[src/rtl/kd_tree_root_ctrl_if.sv]
// Command/data bus between the kd-tree root controller and the root node's top port.
// master: controller side (drives the *_to_root signals).
// slave:  root node side (drives the *_from_root signals).
interface kd_tree_root_ctrl_if #(
    parameter int DATA_W = 16,
    parameter int CMD_W  = 3
);
    logic              alert_to_root;
    logic [CMD_W-1:0]  command_to_root;
    logic [DATA_W-1:0] data_to_root;
    logic              ready_from_root;
    logic              alert_from_root;
    logic [CMD_W-1:0]  command_from_root;
    logic [DATA_W-1:0] data_from_root;

    modport master (
        output alert_to_root,
        output command_to_root,
        output data_to_root,
        input  ready_from_root,
        input  alert_from_root,
        input  command_from_root,
        input  data_from_root
    );

    modport slave (
        input  alert_to_root,
        input  command_to_root,
        input  data_to_root,
        output ready_from_root,
        output alert_from_root,
        output command_from_root,
        output data_from_root
    );
endinterface

[src/rtl/kd_tree_root_ctrl.sv]
// kd_tree_root_ctrl: host-side initiator that runs a full kd-tree sort on the root node.
// Each pass (one per tree level) sends CFG_TTL, CFG_AXIS and START_SORT strobes, then waits
// for SORT_ACK from the root. All outputs are registered.
// Optional ack watchdog: define KD_ROOT_CTRL_TIMEOUT_EN to add a TIMEOUT_CYCLES watchdog
// and an ERROR state.
module kd_tree_root_ctrl #(
    parameter int DATA_W = 16,
    parameter int CMD_W  = 3,
    parameter int DEPTH  = 4,
    parameter int DIM    = 3
`ifdef KD_ROOT_CTRL_TIMEOUT_EN
    ,
    parameter int TIMEOUT_CYCLES = 1024
`endif
) (
    input  logic                       clk,
    input  logic                       rst,
    input  logic                       start,
    kd_tree_root_ctrl_if.master        root_bus,
    output logic                       busy,
    output logic                       done,
    output logic [$clog2(DEPTH+1)-1:0] pass_cnt,
    output logic                       proto_err
);

    localparam int PC_W = $clog2(DEPTH + 1);
    localparam int AX_W = (DIM > 1) ? $clog2(DIM) : 1;

    localparam logic [CMD_W-1:0] CMD_NOP        = CMD_W'(0);
    localparam logic [CMD_W-1:0] CMD_CFG_TTL    = CMD_W'(1);
    localparam logic [CMD_W-1:0] CMD_CFG_AXIS   = CMD_W'(2);
    localparam logic [CMD_W-1:0] CMD_START_SORT = CMD_W'(3);
    localparam logic [CMD_W-1:0] CMD_SORT_ACK   = CMD_W'(4);

    typedef enum logic [2:0] {
        S_IDLE       = 3'd0,
        S_SEND_TTL   = 3'd1,
        S_SEND_AXIS  = 3'd2,
        S_SEND_START = 3'd3,
        S_WAIT_ACK   = 3'd4,
        S_NEXT       = 3'd5,
        S_DONE       = 3'd6
`ifdef KD_ROOT_CTRL_TIMEOUT_EN
        ,
        S_ERROR      = 3'd7
`endif
    } state_t;

    state_t             state_r, state_nx_s;
    logic [PC_W-1:0]    pass_cnt_r, pass_cnt_nx_s;
    logic [AX_W-1:0]    axis_r, axis_nx_s;
    logic               busy_r, busy_nx_s;
    logic               done_r, done_nx_s;
    logic               proto_err_r, proto_err_nx_s;
    logic               alert_r, alert_nx_s;
    logic [CMD_W-1:0]   cmd_r, cmd_nx_s;
    logic [DATA_W-1:0]  data_r, data_nx_s;
    logic               launch_s;
    logic               ack_s;
    logic               unexpected_s;
    logic               to_err_s;
`ifdef KD_ROOT_CTRL_TIMEOUT_EN
    localparam int WD_W = $clog2(TIMEOUT_CYCLES + 1);
    logic [WD_W-1:0]    wd_r, wd_nx_s;
`endif

    // The root's payload carries nothing this controller needs; fold it into a sink.
    logic unused_data_s;
    assign unused_data_s = ^root_bus.data_from_root;

    // Classify the root's return traffic: a valid ack, or anything else that is a protocol error.
    always_comb begin
        ack_s        = 1'b0;
        unexpected_s = 1'b0;
        if (root_bus.alert_from_root) begin
            if ((state_r == S_WAIT_ACK) && (root_bus.command_from_root == CMD_SORT_ACK)) begin
                ack_s = 1'b1;
            end else begin
                unexpected_s = 1'b1;
            end
        end else begin
            ack_s        = 1'b0;
            unexpected_s = 1'b0;
        end
    end

    // State register.
    always_ff @(posedge clk or negedge rst) begin
        if (!rst) begin
            state_r <= S_IDLE;
        end else begin
            state_r <= state_nx_s;
        end
    end

    // Next-state logic and next values of every registered output and counter.
    always_comb begin
        state_nx_s    = state_r;
        pass_cnt_nx_s = pass_cnt_r;
        axis_nx_s     = axis_r;
        busy_nx_s     = busy_r;
        done_nx_s     = 1'b0;
        alert_nx_s    = 1'b0;
        cmd_nx_s      = CMD_NOP;
        data_nx_s     = {DATA_W{1'b0}};
        launch_s      = 1'b0;
        to_err_s      = 1'b0;
`ifdef KD_ROOT_CTRL_TIMEOUT_EN
        wd_nx_s       = wd_r;
`endif
        case (state_r)
            S_IDLE: begin
                if (start) begin
                    launch_s = 1'b1;
                end else begin
                    launch_s = 1'b0;
                end
            end
            S_SEND_TTL: begin
                if (root_bus.ready_from_root) begin
                    alert_nx_s = 1'b1;
                    cmd_nx_s   = CMD_CFG_TTL;
                    data_nx_s  = DATA_W'(DEPTH - 1) - DATA_W'(pass_cnt_r);
                    state_nx_s = S_SEND_AXIS;
                end else begin
                    state_nx_s = S_SEND_TTL;
                end
            end
            S_SEND_AXIS: begin
                if (root_bus.ready_from_root) begin
                    alert_nx_s = 1'b1;
                    cmd_nx_s   = CMD_CFG_AXIS;
                    data_nx_s  = DATA_W'(axis_r);
                    state_nx_s = S_SEND_START;
                end else begin
                    state_nx_s = S_SEND_AXIS;
                end
            end
            S_SEND_START: begin
                if (root_bus.ready_from_root) begin
                    alert_nx_s = 1'b1;
                    cmd_nx_s   = CMD_START_SORT;
                    data_nx_s  = {DATA_W{1'b0}};
                    state_nx_s = S_WAIT_ACK;
`ifdef KD_ROOT_CTRL_TIMEOUT_EN
                    wd_nx_s    = {WD_W{1'b0}};
`endif
                end else begin
                    state_nx_s = S_SEND_START;
                end
            end
            S_WAIT_ACK: begin
                if (ack_s) begin
                    state_nx_s = S_NEXT;
`ifdef KD_ROOT_CTRL_TIMEOUT_EN
                end else if (wd_r == WD_W'(TIMEOUT_CYCLES - 1)) begin
                    // The watchdog expires in the cycle it reaches TIMEOUT_CYCLES waits.
                    state_nx_s = S_ERROR;
                    busy_nx_s  = 1'b0;
                    to_err_s   = 1'b1;
                end else begin
                    wd_nx_s    = wd_r + WD_W'(1);
`else
                end else begin
                    state_nx_s = S_WAIT_ACK;
`endif
                end
            end
            S_NEXT: begin
                pass_cnt_nx_s = pass_cnt_r + PC_W'(1);
                if (axis_r == AX_W'(DIM - 1)) begin
                    axis_nx_s = {AX_W{1'b0}};
                end else begin
                    axis_nx_s = axis_r + AX_W'(1);
                end
                if ((pass_cnt_r + PC_W'(1)) == PC_W'(DEPTH)) begin
                    state_nx_s = S_DONE;
                    done_nx_s  = 1'b1;
                end else begin
                    state_nx_s = S_SEND_TTL;
                end
            end
            S_DONE: begin
                busy_nx_s  = 1'b0;
                state_nx_s = S_IDLE;
            end
`ifdef KD_ROOT_CTRL_TIMEOUT_EN
            S_ERROR: begin
                if (start) begin
                    launch_s = 1'b1;
                end else begin
                    state_nx_s = S_ERROR;
                end
            end
`endif
            default: begin
                state_nx_s = S_IDLE;
                busy_nx_s  = 1'b0;
            end
        endcase

        if (launch_s) begin
            state_nx_s    = S_SEND_TTL;
            pass_cnt_nx_s = {PC_W{1'b0}};
            axis_nx_s     = {AX_W{1'b0}};
            busy_nx_s     = 1'b1;
        end else begin
            busy_nx_s     = busy_nx_s;
        end

        // An accepted start clears the sticky error; otherwise errors accumulate.
        if (launch_s) begin
            proto_err_nx_s = 1'b0;
        end else if (unexpected_s || to_err_s) begin
            proto_err_nx_s = 1'b1;
        end else begin
            proto_err_nx_s = proto_err_r;
        end
    end

    // Datapath and output registers; reset drops any in-flight strobe.
    always_ff @(posedge clk or negedge rst) begin
        if (!rst) begin
            pass_cnt_r  <= {PC_W{1'b0}};
            axis_r      <= {AX_W{1'b0}};
            busy_r      <= 1'b0;
            done_r      <= 1'b0;
            proto_err_r <= 1'b0;
            alert_r     <= 1'b0;
            cmd_r       <= CMD_NOP;
            data_r      <= {DATA_W{1'b0}};
`ifdef KD_ROOT_CTRL_TIMEOUT_EN
            wd_r        <= {WD_W{1'b0}};
`endif
        end else begin
            pass_cnt_r  <= pass_cnt_nx_s;
            axis_r      <= axis_nx_s;
            busy_r      <= busy_nx_s;
            done_r      <= done_nx_s;
            proto_err_r <= proto_err_nx_s;
            alert_r     <= alert_nx_s;
            cmd_r       <= cmd_nx_s;
            data_r      <= data_nx_s;
`ifdef KD_ROOT_CTRL_TIMEOUT_EN
            wd_r        <= wd_nx_s;
`endif
        end
    end

    assign root_bus.alert_to_root   = alert_r;
    assign root_bus.command_to_root = cmd_r;
    assign root_bus.data_to_root    = data_r;
    assign busy                     = busy_r;
    assign done                     = done_r;
    assign pass_cnt                 = pass_cnt_r;
    assign proto_err                = proto_err_r;

endmodule

[src/flat_wrapper.sv]
// flat-port wrapper written by rule: the top's interface ports become plain ports
module kd_tree_root_ctrl_flat 
#(
    parameter int DATA_W = 16,
    parameter int CMD_W  = 3,
    parameter int DEPTH  = 4,
    parameter int DIM    = 3

)
  (clk, rst, start, busy, done, pass_cnt, proto_err, root_bus_alert_to_root, root_bus_command_to_root, root_bus_data_to_root, root_bus_ready_from_root, root_bus_alert_from_root, root_bus_command_from_root, root_bus_data_from_root);
  kd_tree_root_ctrl_if #(.DATA_W(DATA_W), .CMD_W(CMD_W)) root_bus_i ();
  input  logic clk;
  input  logic rst;
  input  logic start;
  output logic busy;
  output logic done;
  output logic [$clog2(DEPTH+1)-1:0] pass_cnt;
  output logic proto_err;
  output wire logic [$bits(root_bus_i.alert_to_root)-1:0] root_bus_alert_to_root;
  output wire logic [$bits(root_bus_i.command_to_root)-1:0] root_bus_command_to_root;
  output wire logic [$bits(root_bus_i.data_to_root)-1:0] root_bus_data_to_root;
  input wire logic [$bits(root_bus_i.ready_from_root)-1:0] root_bus_ready_from_root;
  input wire logic [$bits(root_bus_i.alert_from_root)-1:0] root_bus_alert_from_root;
  input wire logic [$bits(root_bus_i.command_from_root)-1:0] root_bus_command_from_root;
  input wire logic [$bits(root_bus_i.data_from_root)-1:0] root_bus_data_from_root;
  assign root_bus_alert_to_root = root_bus_i.alert_to_root;
  assign root_bus_command_to_root = root_bus_i.command_to_root;
  assign root_bus_data_to_root = root_bus_i.data_to_root;
  assign root_bus_i.ready_from_root = root_bus_ready_from_root;
  assign root_bus_i.alert_from_root = root_bus_alert_from_root;
  assign root_bus_i.command_from_root = root_bus_command_from_root;
  assign root_bus_i.data_from_root = root_bus_data_from_root;
  kd_tree_root_ctrl #(.DATA_W(DATA_W), .CMD_W(CMD_W), .DEPTH(DEPTH), .DIM(DIM)) u_core (.clk(clk), .rst(rst), .start(start), .root_bus(root_bus_i), .busy(busy), .done(done), .pass_cnt(pass_cnt), .proto_err(proto_err));
endmodule
[config.mk]
export PLATFORM = sky130hd
export DESIGN_NAME = kd_tree_root_ctrl_flat
export DESIGN_NICKNAME = d
export VERILOG_FILES = /design/src/rtl/kd_tree_root_ctrl_if.sv /design/src/rtl/kd_tree_root_ctrl.sv /design/src/flat_wrapper.sv
export SDC_FILE = /design/constraint.sdc
export NUM_CORES = 1
export LEC_CHECK = 0
export BUFFER_PORTS_ARGS = -buffer_cell sky130_fd_sc_hd__buf_4
export CORE_MARGIN = 5
export CORE_UTILIZATION = 28
export DETAILED_ROUTE_END_ITERATION = 8
export GPL_ROUTABILITY_DRIVEN = 0
export GPL_TIMING_DRIVEN = 0
export PLACE_DENSITY = 0.52
export RECOVER_POWER = 25
export SYNTH_ARGS = -nofsm -noshare
export SYNTH_HDL_FRONTEND = slang
export SYNTH_SLANG_ARGS = --single-unit
[constraint.sdc]
create_clock -name clk -period 1.8 [get_ports clk]
set_clock_uncertainty 0.1 [all_clocks]
set_input_delay 0.09 -clock clk [delete_from_list [all_inputs] [get_ports clk]]
set_output_delay 0.09 -clock clk [all_outputs]
set_load 0.1 [all_outputs]
==> impl_metrics.tcl <==
set metrics [dict create \
    synth_area_leaders "dfrtp_1, buf_4, nor2_1" \
    cts_root_buf "clkbuf_4" \
    portBuffers 32 \
    wirelength_um 2260 \
    drt-pass1-iter-count 4 \
    finalCritPeriodShare 0.910 \
    coreArea_um2 3420 \
    use_met3 0.0273 \
    wl_per_cell_um 11.6 \
    synthesis.area_um2 1010 \
    ant_nets 0 \
    rr_startpoint "u_core.state_r[2]" \
    maxSlewViolCount 0 \
    tightest_slew_ns 0.949 \
    std_cell_rows 21 \
    fillers 362 \
    hp-start "root_bus_command_from_root[1]" \
    antenna_cells 0 \
    io_pins 50 \
    busiest_layer "met2" \
    nets 178 \
    drive_above_1_share 0.389 \
    grt_pass1_vias 913 \
    fp.dieW_um 69.9 \
    cpPeakStageDelay_ns 0.44 \
    clkSlewWorstSetupHoldPaths_ns 0.10 \
    clock_latency_ns 0.29 \
    yosysUniqueCellTypes 34 \
    power.share.sequential 0.270 \
    worst-path-max-fanout 10 \
    seq_area_frac_synth 0.423 \
    drc 0 \
    numCtsBuffers 3 \
    cts_tree "done" \
    internal_power_w 0.00100 \
    slowest_stage "dfrtp_1" \
    grt-ovfl-total 0 \
    p_total_w 0.00222 \
    arrival_ns 1.71 \
    setup_viol 0 \
    worstPathCellList "clkbuf_4 -> inv_1 -> ha_1 -> o21ai_1 -> o31ai_1 -> o22ai_2" \
    synthArstFlopShare 1.00 \
    track_usage 0.0962 \
    p_comb_frac 0.638 \
    rr_worst_depth 6 \
    outcome "completed" \
    finalHoldViolations 0 \
    min_path_type "input port to flop" \
    clkSinkCount 17 \
    syn_inst 110 \
    start_util 0.295 \
    vias 856 \
    critPathCaptureType "flop" \
    ys_seq_elements 17 \
    leakage_nw 0.708 \
    min_path_cells 4 \
    synth_enable_flop_cells 0 \
    cts_max_level 1 \
    relSlewSlack 0.368 \
    r2r_slack_ns 0.16 \
    synth_ff_type "dfrtp_1" \
    grt_pass1_wl_um 3950 \
    crit_type "flop to flop" \
    synth_top_area_frac 0.423 \
    die-area_um2 4890 \
    yosys.area.top_type "dfrtp_1" \
    grt_max_degree 18 \
    rsz0062_at_grt "false" \
    p_per_area_nw_per_um2 1630 \
    r2r-end "u_core.state_r[0]" \
    syn_nets 138 \
    swShare 0.548 \
    first_iter_violations 13 \
    syn-mean-instance-area_um2 9.15 \
    p_sw_w 0.00122 \
    startpoint_type "flop" \
    drv_cap 0 \
    area_growth_pct 35.4 \
    fin_ws_ns 0.161 \
    fp.dieH_um 69.9 \
    synthTopCellsByCount "dfrtp_1, nor2_1, buf_4" \
    fin_crit_ns 1.64 \
    dp_hpwl_um 1750 \
    grt_util_met1 0.119 \
    pre_cts_slack_ns 0.149 \
    synth_warnings 0 \
    crit_required_ns 1.87 \
    setup_tns_ns 0 \
    clkPwrFrac 0.092 \
    antenna_found_initial 0 \
    grt_use_met2 0.155 \
    worstHoldEndpoint "u_core.proto_err" \
    cts_buffer_depth 2 \
    max_freq_mhz 610 \
    ir_worst_vdd_mv 0.945 \
    vias_per_cell 4.39 \
]
-- metrics by stage --
step | cells | hold slack (ns) | util | area [µm²]
6_report | 195 | 0.0830 | 0.399 | 1360
5_1_grt | 195 | 0.119 | 0.399 | 1360
4_1_cts | 195 | 0.0845 | 0.399 | 1360
3_5_place_dp | 188 | -0.131 | 0.382 | 1310
3_3_place_gp | 188 | -0.130 | 0.382 | 1310
2_1_floorplan | 110 | -0.306 | - | 1010
-- power by group through the flow --
stage	logic, W	registers [W]	clock network (W)
2_1_floorplan	0.000655	0.00106	0
3_3_place_gp	0.00140	0.000602	0
3_5_place_dp	0.00140	0.000607	0
4_1_cts	0.00142	0.000600	0.000213
5_1_grt	0.00153	0.000619	0.000227
6_report	0.00142	0.000599	0.000205
-- sequential cells by signal, indices dropped and copies added (netlist names) --
register                         count
u_core.pass_cnt                      3
u_core.root_bus.data_to_root         3
u_core.state_r                       3
u_core.axis_r                        2
u_core.root_bus.command_to_root      2
u_core.busy                          1
u_core.done                          1
u_core.proto_err                     1
u_core.root_bus.alert_to_root        1
-- routing by layer --
layer / share of wire / wire length, µm / vias up
li1: - / - / 429
met1: 0.46 / 1050 / 385
met2: 0.44 / 1000 / 35
met3: 0.075 / 169 / 7
met4: 0.019 / 44 / 0
met5: 0 / 0 / -
-- layout make-up --
cell class | count | area [µm²] | share of cell area
Clock buffer | 4 | 26.3 | 0.0193
Tap cell | 46 | 57.6 | 0.0422
Timing Repair Buffer | 35 | 267 | 0.196
Multi-Input combinational cell | 69 | 429 | 0.315
Sequential cell | 17 | 428 | 0.314
Buffer | 19 | 136 | 0.100
Inverter | 5 | 18.8 | 0.0138
-- worst max path at each step --
stage | start | endpoint | slack (ns) | cells past startpoint
after floorplan | u_core.pass_cnt[2] | u_core.state_r[0] | 0.05 | 4
after global placement | u_core.state_r[1] | u_core.proto_err | 0.16 | 5
after detailed placement | u_core.state_r[0] | u_core.axis_r[1] | 0.15 | 4
after CTS | u_core.state_r[0] | u_core.axis_r[1] | 0.12 | 4
after global routing | u_core.state_r[0] | u_core.state_r[1] | 0.01 | 4
final | u_core.state_r[2] | u_core.state_r[0] | 0.16 | 6
-- cells by family after synthesis --
group                      share of synthesized area
other                                        0.00373
buffers and inverters                          0.150
DFF                                            0.423
xor gates and xnor gates                      0.0174
muxes                                         0.0112
and+or+nand+nor                                0.194
adders and majority gates                     0.0498
AOI/OAI and AO/OA                              0.150
-- repair_timing --
action,CTS,global route
endpoints found under the setup margin,0,5
gates resized for setup,0,3
buffers inserted,0,0
endpoints found under the hold margin,19,0
hold buffers,3,0
-- placed cells by master, fill, tap and decap left out, types with 2 or more instances in the layout --
master and n:
ha_1 4, dfrtp_2 2, clkbuf_1 4, nand2_1 5
nor2b_1 2, nor2_1 17, nand2b_1 3, dlygate4sd3_1 3
a22o_1 4, a21oi_1 11, inv_1 5, nand3_1 3
buf_4 45, dfrtp_1 15, clkbuf_4 4
-- critical path: cells and delay by family, from the launching register on --
| kind | cells | cell delay (ns) |
|---|---|---|
| buffers and inverters | 2 | 0.35 |
| adders and majority gates | 1 | 0.30 |
| DFF | 1 | 0.44 |
| AOI/OAI and AO/OA | 3 | 0.33 |
Note: power is estimated with default switching activity, not from simulation.
